===== config.mk =====
export PLATFORM = sky130hd
export DESIGN_NAME = gate_ctrl_flat
export DESIGN_NICKNAME = d
export VERILOG_FILES = /design/src/rtl/gate_pkg.sv /design/src/rtl/gate_if.sv /design/src/rtl/gate_ctrl_fx_edge_sync.sv /design/src/rtl/gate_ctrl.sv /design/src/flat_wrapper.sv
export SDC_FILE = /design/constraint.sdc
export NUM_CORES = 1
export LEC_CHECK = 0
export BUFFER_PORTS_ARGS = -buffer_cell sky130_fd_sc_hd__buf_4
export CORE_MARGIN = 5
export CORE_UTILIZATION = 41
export CTS_CLUSTER_SIZE = 25
export DETAILED_ROUTE_END_ITERATION = 10
export GPL_ROUTABILITY_DRIVEN = 0
export SLEW_MARGIN = 25
export SYNTH_ARGS = -nofsm -noshare
export SYNTH_HDL_FRONTEND = slang
export SYNTH_SLANG_ARGS = --single-unit

===== constraint.sdc =====
create_clock -name clk_fs -period 5 [get_ports clk_fs]
set_clock_uncertainty 0.05 [all_clocks]
set_input_delay 0.5 -clock clk_fs [delete_from_list [all_inputs] [get_ports clk_fs]]
set_output_delay 0.5 -clock clk_fs [all_outputs]
set_load 0.01 [all_outputs]

===== src/rtl/gate_pkg.sv =====
// gate_pkg: shared state encoding and default sizing for the cymometer gate controller.
package gate_pkg;
    typedef enum logic [1:0] {IDLE, ARM, GATE, DONE} gate_state_t;
    localparam int DEF_CNT_W       = 32;
    localparam int DEF_GATE_W      = 16;
    localparam int DEF_SYNC_STAGES = 2;
    localparam int DEF_TIMEOUT     = 50_000_000;
endpackage


===== src/rtl/gate_if.sv =====
// gate_if: control/result bundle between a measurement host and gate_ctrl.
interface gate_if #(
    parameter int CNT_W  = gate_pkg::DEF_CNT_W,
    parameter int GATE_W = gate_pkg::DEF_GATE_W
);
    logic              clk_fx;
    logic              start;
    logic              cont;
    logic [GATE_W-1:0] gate_len;
    logic              busy;
    logic              gate;
    logic              done;
    logic [GATE_W-1:0] fx_result;
    logic [CNT_W-1:0]  fs_result;
    logic              ovf;
    logic              timeout;
    modport master (
        output clk_fx, start, cont, gate_len,
        input  busy, gate, done, fx_result, fs_result, ovf, timeout
    );
    modport slave (
        input  clk_fx, start, cont, gate_len,
        output busy, gate, done, fx_result, fs_result, ovf, timeout
    );
endinterface


===== src/rtl/gate_ctrl_fx_edge_sync.sv =====
// fx_edge_sync: brings the asynchronous measured signal into the reference domain
// and flags each rising edge as a one-cycle pulse.
module fx_edge_sync #(
    parameter int SYNC_STAGES = 2
) (
    input  logic clk,
    input  logic rst,
    input  logic fx_i,
    output logic fx_rise_o
);
    logic [SYNC_STAGES-1:0] sync_q;
    logic                   hist_q;
    always_ff @(posedge clk or posedge rst) begin
        if (rst) begin
            sync_q <= '0;
            hist_q <= 1'b0;
        end else begin
            sync_q <= {sync_q[SYNC_STAGES-2:0], fx_i};
            hist_q <= sync_q[SYNC_STAGES-1];
        end
    end
    assign fx_rise_o = sync_q[SYNC_STAGES-1] & ~hist_q;
endmodule


===== src/rtl/gate_ctrl.sv =====
// gate_ctrl: gate generator and dual edge/reference counter for an equal-precision cymometer.
// Define GATE_TIMEOUT_EN to abort ARM/GATE after TIMEOUT cycles without a measured edge.
module gate_ctrl import gate_pkg::*; #(
    parameter int CNT_W       = DEF_CNT_W,
    parameter int GATE_W      = DEF_GATE_W,
    parameter int SYNC_STAGES = DEF_SYNC_STAGES,
    parameter int TIMEOUT     = DEF_TIMEOUT
) (
    input logic   clk_fs,
    input logic   rst,
    gate_if.slave bus
);
    localparam logic [GATE_W-1:0] ONE_G = GATE_W'(1);
    localparam logic [CNT_W-1:0]  ONE_C = CNT_W'(1);

    gate_state_t       state_q, state_d;
    logic [GATE_W-1:0] len_q, len_d, fx_cnt_q, fx_cnt_d, fx_res_q, fx_res_d, len_in;
    logic [CNT_W-1:0]  fs_cnt_q, fs_cnt_d, fs_res_q, fs_res_d;
    logic              ovf_q, ovf_d, ovf_res_q, ovf_res_d;
    logic              busy_q, gate_q, done_q, timeout_q;
    logic              fx_rise, to_hit, fs_sat, close;

    fx_edge_sync #(.SYNC_STAGES(SYNC_STAGES)) u_sync (
        .clk       (clk_fs),
        .rst       (rst),
        .fx_i      (bus.clk_fx),
        .fx_rise_o (fx_rise)
    );

    assign len_in = (bus.gate_len == '0) ? ONE_G : bus.gate_len;

    always_comb begin
        state_d   = state_q;
        len_d     = len_q;
        fx_cnt_d  = fx_cnt_q;
        fs_cnt_d  = fs_cnt_q;
        ovf_d     = ovf_q;
        fx_res_d  = fx_res_q;
        fs_res_d  = fs_res_q;
        ovf_res_d = ovf_res_q;
        fs_sat    = fs_cnt_q == '1;
        close     = state_q == GATE && fx_rise && (fx_cnt_q + ONE_G) == len_q;
        case (state_q)
            IDLE: if (bus.start) begin
                len_d   = len_in;
                state_d = ARM;
            end
            ARM: if (fx_rise) begin
                fx_cnt_d = '0;
                fs_cnt_d = '0;
                ovf_d    = 1'b0;
                state_d  = GATE;
            end
            GATE: begin
                // the closing cycle is still counted, so results take the incremented values
                fs_cnt_d = fs_sat ? fs_cnt_q : fs_cnt_q + ONE_C;
                ovf_d    = ovf_q | fs_sat;
                fx_cnt_d = fx_rise ? fx_cnt_q + ONE_G : fx_cnt_q;
                if (close) begin
                    fx_res_d  = fx_cnt_d;
                    fs_res_d  = fs_cnt_d;
                    ovf_res_d = ovf_d;
                    state_d   = DONE;
                end
            end
            DONE: begin
                state_d = bus.cont ? ARM : IDLE;
                len_d   = bus.cont ? len_in : len_q;
            end
        endcase
        if (to_hit) state_d = IDLE;
    end

`ifdef GATE_TIMEOUT_EN
    localparam int TO_W = $clog2(TIMEOUT + 1);
    logic [TO_W-1:0] to_cnt_q, to_cnt_d;
    logic            waiting;
    always_comb begin
        waiting  = state_q == ARM || state_q == GATE;
        to_hit   = waiting && !fx_rise && to_cnt_q == TO_W'(TIMEOUT - 1);
        to_cnt_d = (!waiting || fx_rise || state_d != state_q) ? '0 : to_cnt_q + TO_W'(1);
    end
    always_ff @(posedge clk_fs or posedge rst) begin
        if (rst) to_cnt_q <= '0;
        else     to_cnt_q <= to_cnt_d;
    end
`else
    logic unused_timeout;
    assign to_hit         = 1'b0;
    assign unused_timeout = TIMEOUT != 0;
`endif

    always_ff @(posedge clk_fs or posedge rst) begin
        if (rst) begin
            state_q   <= IDLE;
            len_q     <= '0;
            fx_cnt_q  <= '0;
            fs_cnt_q  <= '0;
            ovf_q     <= 1'b0;
            fx_res_q  <= '0;
            fs_res_q  <= '0;
            ovf_res_q <= 1'b0;
            busy_q    <= 1'b0;
            gate_q    <= 1'b0;
            done_q    <= 1'b0;
            timeout_q <= 1'b0;
        end else begin
            state_q   <= state_d;
            len_q     <= len_d;
            fx_cnt_q  <= fx_cnt_d;
            fs_cnt_q  <= fs_cnt_d;
            ovf_q     <= ovf_d;
            fx_res_q  <= fx_res_d;
            fs_res_q  <= fs_res_d;
            ovf_res_q <= ovf_res_d;
            busy_q    <= state_d != IDLE;
            gate_q    <= state_d == GATE;
            done_q    <= state_d == DONE;
            timeout_q <= to_hit;
        end
    end

    assign bus.busy      = busy_q;
    assign bus.gate      = gate_q;
    assign bus.done      = done_q;
    assign bus.timeout   = timeout_q;
    assign bus.fx_result = fx_res_q;
    assign bus.fs_result = fs_res_q;
    assign bus.ovf       = ovf_res_q;
endmodule


===== src/flat_wrapper.sv =====
// flat-port wrapper written by rule: the top's interface ports become plain ports
module gate_ctrl_flat import gate_pkg::*;
#(
    parameter int CNT_W       = DEF_CNT_W,
    parameter int GATE_W      = DEF_GATE_W,
    parameter int SYNC_STAGES = DEF_SYNC_STAGES,
    parameter int TIMEOUT     = DEF_TIMEOUT
)
  (clk_fs, rst, bus_clk_fx, bus_start, bus_cont, bus_gate_len, bus_busy, bus_gate, bus_done, bus_fx_result, bus_fs_result, bus_ovf, bus_timeout);
  gate_if #(.CNT_W(CNT_W), .GATE_W(GATE_W)) bus_i ();
  input logic clk_fs;
  input logic rst;
  input wire logic [$bits(bus_i.clk_fx)-1:0] bus_clk_fx;
  input wire logic [$bits(bus_i.start)-1:0] bus_start;
  input wire logic [$bits(bus_i.cont)-1:0] bus_cont;
  input wire logic [$bits(bus_i.gate_len)-1:0] bus_gate_len;
  output wire logic [$bits(bus_i.busy)-1:0] bus_busy;
  output wire logic [$bits(bus_i.gate)-1:0] bus_gate;
  output wire logic [$bits(bus_i.done)-1:0] bus_done;
  output wire logic [$bits(bus_i.fx_result)-1:0] bus_fx_result;
  output wire logic [$bits(bus_i.fs_result)-1:0] bus_fs_result;
  output wire logic [$bits(bus_i.ovf)-1:0] bus_ovf;
  output wire logic [$bits(bus_i.timeout)-1:0] bus_timeout;
  assign bus_i.clk_fx = bus_clk_fx;
  assign bus_i.start = bus_start;
  assign bus_i.cont = bus_cont;
  assign bus_i.gate_len = bus_gate_len;
  assign bus_busy = bus_i.busy;
  assign bus_gate = bus_i.gate;
  assign bus_done = bus_i.done;
  assign bus_fx_result = bus_i.fx_result;
  assign bus_fs_result = bus_i.fs_result;
  assign bus_ovf = bus_i.ovf;
  assign bus_timeout = bus_i.timeout;
  gate_ctrl #(.CNT_W(CNT_W), .GATE_W(GATE_W), .SYNC_STAGES(SYNC_STAGES), .TIMEOUT(TIMEOUT)) u_core (.clk_fs(clk_fs), .rst(rst), .bus(bus_i));
endmodule

* After elaboration in Yosys (flattened, before gate mapping)
Cells that the tools add are included.
Operators by class: eq/ne operators 10, $add $sub $neg 2, bitwise operators 3, mux-type cells 17, reductions and logical operators 10
Operators with widths (number):
- 16-bit two-way mux | 5
- 32-bit two-way mux | 2
- 16-bit one-hot mux with 2 select lines | 2
- 32-bit one-hot mux with 2 select lines | 1
- 32-bit by 1-bit adder with 32-bit output, second input constant | 1
- 32-bit equality test, second input constant | 1
- 16-bit by 1-bit adder with 16-bit output, second input constant | 1
- 16-bit equality test | 1
- 16-bit logical NOT | 1
- 2-bit equality test, second input constant | 4
- 2-bit one-hot mux with 4 select lines | 1
- 2-bit two-way mux | 3
- 2-bit nonzero test | 3
- 2-bit != test, second input constant | 2
- 2-bit AND reduction | 2
- 3-bit AND reduction | 1
- 2-bit by 1-bit equality test with 1-bit output, second input constant | 1
- 1-bit logical AND | 2
- 2-bit logical NOT | 1
- 1-bit two-way mux | 2
- 2-bit by 1-bit != test with 1-bit output, second input constant | 1
- 1-bit one-hot mux with 2 select lines | 1
- 1-bit AND | 1
- 1-bit inverter | 1
- 1-bit bitwise OR | 1
Storage, ports and cells: logic and storage cells 55, register bits 122, output and inout bits 53, input bits 21

* Longest topological paths before layout
Gate-level depths: netlist of run 1.
depth after elaboration 7, depth in mapped cells 10, depth with buffers taken out 7

* Cells and area by module
A second synthesis of run 1 with hierarchy kept.
Unflattened totals: cells, all modules 717, area total of the unflattened synthesis 7103.1 sq um
By module, submodules not included:
- gate_ctrl | cells an instance 712, seq. area each 2977.9 sq um, area each 7010.5 sq um, instances 1
- fx_edge_sync | cells an instance 5, seq. area each 75.1 sq um, area each 92.6 sq um, instances 1

* Worst setup path before layout of run 1
Ideal clock, no wire load.
path type register -> register, start point register u_core.fx_cnt_q[1], end point register u_core.fs_res_q[10], in the netlist u_core.bus.fs_result[10], data required time 4.825 ns, period minus slack after synthesis 2.660 ns, stages on the path, launching flop included 11, buffers on the path 3, slack 2.340 ns, library setup time 0.125 ns, arrival time 2.485 ns, path through dfrtp_1 -> ha_1 -> buf_2 -> and3_2 -> buf_4 -> nand4_4 -> mux2i_1 -> nand3_1 -> nor4_4 -> buf_6 -> mux2_4
On the way: longest elaborated chain between the ends 4
RTL lines:
- from (decl) | RTL line gate_ctrl.sv:17 | logic [GATE_W-1:0] len_q, len_d, fx_cnt_q, fx_cnt_d, fx_res_q, fx_res_d, len_in;
- from (signal assigned) | RTL line gate_ctrl.sv:110 | fx_cnt_q <= fx_cnt_d;
- 16-bit by 1-bit adder with 16-bit output | RTL line gate_ctrl.sv:42 | close = state_q == GATE && fx_rise && (fx_cnt_q + ONE_G) == len_q;
- 16-bit equality test | RTL line gate_ctrl.sv:42
- 1-bit logical AND | RTL line gate_ctrl.sv:42
- 2-bit AND reduction (no line)
- to (signal assigned) | RTL line gate_ctrl.sv:114 | fs_res_q <= fs_res_d;
- to (decl) | RTL line gate_ctrl.sv:18 | logic [CNT_W-1:0] fs_cnt_q, fs_cnt_d, fs_res_q, fs_res_d;
Every way passes these cells. A chain may end at the register's enable or synchronous reset.

* Worst setup path after layout of run 1
start point register u_core.fx_cnt_q[0], end point register u_core.fs_res_q[31], in the netlist u_core.bus.fs_result[31]
Same word-level chain as after synthesis.

==> run_results.csv, run 1 <==
group,metric,value,unit
outcome,status,"finished clean",
worst_setup_path,path_max_fanout,34,
cts,cts_buffers,17,
worst_setup_path,slowest_delay,0.58,ns
synth,synth_top_area_cell,"dfrtp_1",
timing,clock.fmax,311,MHz
cts,htree_levels,4,
route,post_drt_wl_per_cell,16.7,um
place,place_ws,1.83,ns
synth,synth.distinct_cells,67,
min_path,hp-class,"primary input to asynchronous set/reset pin",
synth,ys_warn_count,0,
global_routing,grt_antenna_before_repair,0,
global_routing,grt.total_usage,16.6,%
place,dp_cells,948,
layout,n_antenna_cell,0,
timing,worst_pin_slew,0.851,ns
synth,synth.avg_cell_area,10.2,um^2
route,first_pass_iters,5,
route,drc,0,
power_and_ir_drop,seqPwrFrac,37.9,%
power_and_ir_drop,p_leak,0.00364,uW
timing,setup_viol,0,
cts,cts_tree,"built",
route,num_vias,5446,
global_routing,grt.met2_usage,27.2,%
synth,syn_inst,694,
cts,cts.sinks,122,
worst_setup_path,cp-end-kind,"register",
layout,final_common_cell,"dfrtp_1",
global_routing,busiest_layer,"met2",
power_and_ir_drop,clkPwrFrac,41.9,%
run,max_cap_violations,0,
layout,layout-drive-gt1-share,25.7,%
timing,setup-tns-final,0,ns
worst_setup_path,worst_path_max_delay_cell,"buf_4",
die,die_w,142,um
timing,relSlewSlack,43.3,%
timing,hold_viol,0,
cts,cts_resized,0,
power_and_ir_drop,vdd_ir_drop_max,0.268,mV
worst_setup_path,path_cells,"ha_1 > and3_2 > nand4_4 > mux2i_1 > nand3_1 > nor4_4 > buf_4 > mux2_2",
global_routing,gr-total-overflow,0,
global_routing,grt_pass1_vias,5327,
power_and_ir_drop,powerDensity,385,mW/mm^2
place,hpwl,11200,um
cts,postCtsSetupBuffers,0,
power_and_ir_drop,p_switching,960,uW
power_and_ir_drop,swShare,30.0,%
die,initial_core_util,41.5,%
timing,fin_crit_sh,64.4,%
timing,fin_crit,3.22,ns
cts,clk_pin_slew_worst_paths,0.06,ns
global_routing,grt_start_max_net_pins,77,
route,drt_iter0_drc,398,
cts,cts.hold.buffers_added,0,
die,fp.dieH,142,um
synth,synth_edf_count,0,
die,die_area,0.0200,mm^2
route,routed_via_density,5.56,
cts,clk_path_buf_depth,2,
synth,synth_seq_cells,122,
worst_setup_path,path_class,"register to register",
layout,layout.nets,765,
die,core-area,0.0171,mm^2
synth,synth.area.top_cells,"dfrtp_1 43%, mux2_4 9.9%, xnor2_1 4.9%, o21ai_0 3.9%, nand2_1 3.4%",
layout,nFillCells,1596,
synth,synth.yosys.seq_area_share,43.0,%
layout,fin_cells,980,
global_routing,use_met1,21.5,%
route,wl,16300,um
cts,cts_root_buffer,"clkbuf_16",
place,numPortBuffers,72,
cts,clock_latency,0.42,ns
die,core.rowCount,48,
synth,synth_flop_cell,"dfrtp_1",
synth,synth-async-reset-ratio,100,%
timing,setup_ws,1.78,ns
die,ios,74,
layout,mostFrequentLayoutCells,"122 x dfrtp_1, 83 x buf_4, 64 x nand2_1, 56 x o21ai_0, 47 x mux2_4",
synth,synth_nets,717,
timing,maxSlewViolCount,0,
global_routing,grt_pass1_wl,27000,um
timing,rsz0062_at_grt,"no",
power_and_ir_drop,p_comb_share,20.2,%
power_and_ir_drop,p_int,2240,uW
place,dpl-instance-area,0.00765,mm^2
worst_setup_path,startpoint_type,"register",
synth,synth_top_area_share,43.0,%
layout,area_growth,16.9,%
worst_setup_path,arrival,3.47,ns
worst_setup_path,cp.required,5.25,ns
synth,syn-cell-area,0.00710,mm^2
layout,stdcell_area,0.00829,mm^2
global_routing,grtUsageMet3,3.57,%
route,ant_nets,0,
-- critical path, delay by kind of cell (launching register included) --
family                     cells  cell delay [ns]
DFF                            1             0.53
muxes                          2             0.65
buffers and inverters          1             0.58
and+or+nand+nor                4             0.90
adders and majority gates      1             0.36
-- through the flow --
step	total power [uW]	utilization [%]	hold WS (ns)
6_report	3200	48.5	0.120
5_1_grt	3350	48.5	0.121
4_1_cts	3230	48.4	0.118
3_5_place_dp	1870	44.7	0.286
3_3_place_gp	1850	44.7	0.284
2_1_floorplan	1700	-	0.281
-- power by group through the flow --
stage	clock (uW)	sequential (uW)	combinational, uW
floorplan	0	1170	533
global placement	0	1220	632
detailed placement	0	1220	647
CTS	1370	1210	650
global route	1410	1220	715
finish	1340	1210	646
-- state kept, by name (all words and copies together) (netlist names), 2 cells and up --
signal and flops:
u_core.state_q 2, u_core.len_q 16, u_core.u_sync.sync_q 2, u_core.fs_cnt_q 32, u_core.fx_cnt_q 16, u_core.bus.fx_result 16
u_core.bus.fs_result 32
-- area by class of cell --
class / count / area (um^2) / share of cell area, %
Clock buffer: 19 / 453 / 5.46
Clock inverter: 13 / 190 / 2.29
Inverter: 16 / 65.1 / 0.784
Multi-Input combinational cell: 502 / 3630 / 43.7
Sequential cell: 122 / 3050 / 36.8
Tap cell: 225 / 282 / 3.39
Timing Repair Buffer: 83 / 623 / 7.51
-- kinds of logic after synthesis --
group / synth area share, %
simple gates: 16.7
compound gates: 12.6
flops: 43.0
buf+inv: 5.84
mux: 13.4
xor+xnor: 8.08
fa+ha+maj: 0.353
other cells: 0.0528
-- final timing paths --
path                       cells after the start                  endpoint               startpoint  slack [ns]
hold reg to reg                                0   u_core.u_sync.sync_q[1]  u_core.u_sync.sync_q[0]        0.30
hold / removal                                 2  u_core.bus.fs_result[29]                      rst        0.12
min in group clk_fs                            1   u_core.u_sync.sync_q[0]               bus_clk_fx        0.14
max in group asynchronous                      3       u_core.fx_cnt_q[12]                      rst        3.71
setup / recovery                               8  u_core.bus.fs_result[31]       u_core.fx_cnt_q[0]        1.78
setup reg to reg                               8  u_core.bus.fs_result[31]       u_core.fx_cnt_q[0]        1.78
-- synth_stat cells (3+ instances only) --
library cell,number
buf_4,7
a22o_1,5
and4_1,6
buf_6,14
nor4_1,10
mux2_4,47
nor2_1,34
xnor2_1,40
a21oi_1,34
mux2_2,18
o21ai_0,56
mux2i_1,4
nor2b_1,6
dfrtp_1,122
inv_1,16
or4_1,3
nor3b_1,3
buf_2,5
clkbuf_1,23
nand4_1,22
nand3_1,27
o31ai_1,18
buf_1,3
nor3_1,16
nand2b_1,5
o22ai_1,7
nand2_1,64
xor2_1,21
a31oi_1,6
and3_1,9
-- per-layer routing --
metal	wire, um	vias to the layer above
li1	-	2585
met1	7300	2668
met2	7880	161
met3	798	32
met4	359	0
met5	0	-
Power figures use the tool's default switching activity.
==> run 2, diff against run 1 <==
==> constraint.sdc (replaced) <==
create_clock -name clk_fs -period 3 [get_ports clk_fs]
set_clock_uncertainty 0.05 [all_clocks]
set_input_delay 0.3 -clock clk_fs [delete_from_list [all_inputs] [get_ports clk_fs]]
set_output_delay 0.3 -clock clk_fs [all_outputs]
set_load 0.01 [all_outputs]
==> run 2 against run 1 <==
  * Global-route usage is 0.15 points higher
  * Final cell count increased by 1.7%
  * Worst setup slack lost 1.6 ns
  * Flip-flop and latch count stayed put
  * First-iteration DRC count up 0.75%
  * Count of clock-buffer cells in the layout rose by 1
==> run_results.csv, run 2 (synthesis results as in run 1) <==
group,metric,value,unit
layout,n_antenna_cell,0,
timing,clock.fmax,358,MHz
cts,clk_pin_slew_worst_paths,0.05,ns
cts,cts_root_buffer,"clkbuf_16",
min_path,hp-class,"primary input to register",
die,die_w,142,um
timing,setup-tns-final,0,ns
worst_setup_path,timing.rr.end,"u_core.bus.fs_result[31]",
worst_setup_path,crit_family,"simple AND/OR/NAND/NOR gates",
worst_setup_path,slowest_delay,0.56,ns
worst_setup_path,cp.required,3.26,ns
worst_setup_path,path_class,"register to register",
route,top_layer,"met4",
run,max_cap_violations,0,
power_and_ir_drop,p_total,5210,uW
place,hpwl,11500,um
die,core.rowCount,48,
min_path,hp-start,"bus_gate_len[1]",
timing,maxSlewViolCount,0,
worst_setup_path,path_max_fanout,35,
power_and_ir_drop,p_leak,0.00371,uW
cts,clock_latency,0.43,ns
layout,mostFrequentLayoutCells,"122 x dfrtp_1, 96 x buf_4, 64 x nand2_1, 56 x o21ai_0, 47 x mux2_4",
min_path,hold_depth,2,
cts,cts.sinks,122,
timing,relSlewSlack,58.0,%
layout,layout.nets,782,
route,wl_met2,8270,um
route,drc,0,
timing,rsz0062_at_grt,"no",
global_routing,grt.total_usage,16.8,%
global_routing,grt_start_max_net_pins,74,
cts,postCtsSetupBuffers,0,
route,met1_length,7120,um
global_routing,grt_pass1_wl,26900,um
cts,cts_tree,"built",
cts,clk_path_buf_depth,2,
timing,worst_pin_slew,0.629,ns
timing,fin_crit_sh,93.0,%
die,core-area,0.0171,mm^2
place,numPortBuffers,72,
route,wl,16500,um
cts,htree_levels,4,
layout,area_growth,18.6,%
global_routing,grt_antenna_before_repair,0,
worst_setup_path,path_cells,"nand4_1 > nor4_1 > xnor2_1 > o31ai_1 > nor4_4 > buf_12 > mux2_2",
route,drt_iter0_drc,401,
route,routed_via_density,5.55,
die,initial_core_util,41.5,%
route,wl_met3,793,um
worst_setup_path,rr_worst_depth,7,
layout,nFillCells,1579,
layout,final_common_cell,"dfrtp_1",
timing,fin_crit,2.79,ns
die,fp.dieH,142,um
outcome,status,"finished clean",
worst_setup_path,rr_startpoint,"u_core.fx_cnt_q[2]",
worst_setup_path,startpoint_type,"register",
layout,layout-drive-gt1-share,26.9,%
worst_setup_path,cp-end-kind,"register",
cts,cts_buffers,17,
worst_setup_path,worst_path_max_delay_cell,"dfrtp_1",
global_routing,gr-total-overflow,0,
route,post_drt_wl_per_cell,16.6,um
power_and_ir_drop,vdd_ir_drop_max,0.452,mV
die,die_area,0.0200,mm^2
route,num_vias,5529,
route,ant_nets,0,
timing,hold_viol,0,
route,first_pass_iters,7,
worst_setup_path,arrival,3.05,ns
worst_setup_path,path_buf_inv,1,
worst_setup_path,rrSetupSlack,0.21,ns
min_path,hold_end,"u_core.len_q[1]",
timing,setup_viol,0,
die,ios,74,
power_and_ir_drop,powerDensity,619,mW/mm^2
global_routing,grt_pass1_vias,5434,
run 2: changes by cell type in the layout (fill, tap and decap cells not counted):
| cell | change |
|---|---|
| buf_12 | +2 |
| buf_4 | +13 |
| bufinv_16 | -1 |
| clkbuf_1 | +1 |
| clkinv_2 | +3 |
| clkinv_4 | -1 |
| clkinvlp_4 | +2 |
| dlygate4sd3_1 | +2 |
| inv_6 | -4 |
run 2: stage by stage:
step	hold WS, ns	std cells	util, %	area, um^2	worst slack, ns
after floorplan	0.281	694	-	7100	0.340
after global placement	0.289	963	45.5	7790	0.292
after detailed placement	0.296	963	45.5	7790	0.233
after CTS	0.0381	997	49.1	8410	0.224
after global routing	0.0451	997	49.1	8410	0.0237
final	0.0681	997	49.1	8410	0.211
run 2: where the power goes:
group	switching, uW	total, uW	leakage (uW)	internal [uW]
logic	646	1140	0.00178	499
registers	164	1970	0.00165	1810
clock network	750	2090	0.000284	1340
total	1560	5210	0.00371	3650
run 2: how the worst max path moves through the flow:
stage / start / endpoint / slack, ns / cells after the start
after detailed placement: u_core.fx_cnt_q[2] / u_core.bus.fs_result[31] / 0.23 / 7
after CTS: u_core.fx_cnt_q[2] / u_core.bus.fs_result[31] / 0.22 / 7
final: u_core.fx_cnt_q[2] / u_core.bus.fs_result[31] / 0.21 / 7
after global placement: u_core.fx_cnt_q[2] / u_core.bus.fs_result[31] / 0.29 / 7
after floorplan: u_core.fx_cnt_q[1] / u_core.bus.fs_result[10] / 0.34 / 10
after global routing: u_core.fx_cnt_q[2] / u_core.bus.fs_result[31] / 0.02 / 7
run 2: cell type report:
class,instances,area [um^2],share of cell area [%]
repair buffers,100,781,9.28
inverters,16,63.8,0.759
clock inverters,12,148,1.76
multi-input cells,502,3630,43.1
well taps,225,282,3.35
clock buffers,20,457,5.43
flip-flops and latches,122,3050,36.3
run 2: timing repair:
action / 4_1_cts / 5_1_grt
endpoints found under the hold margin: 74 / 0
hold buffers: 2 / 0
resized for setup: 0 / 0
run 2: routing by layer:
| layer | vias up | track usage (%) |
|---|---|---|
| met3 | 32 | 4.38 |
| met2 | 159 | 28.2 |
| li1 | 2620 | - |
| met4 | 0 | 6.31 |
| met5 | - | 0 |
| met1 | 2718 | 20.8 |
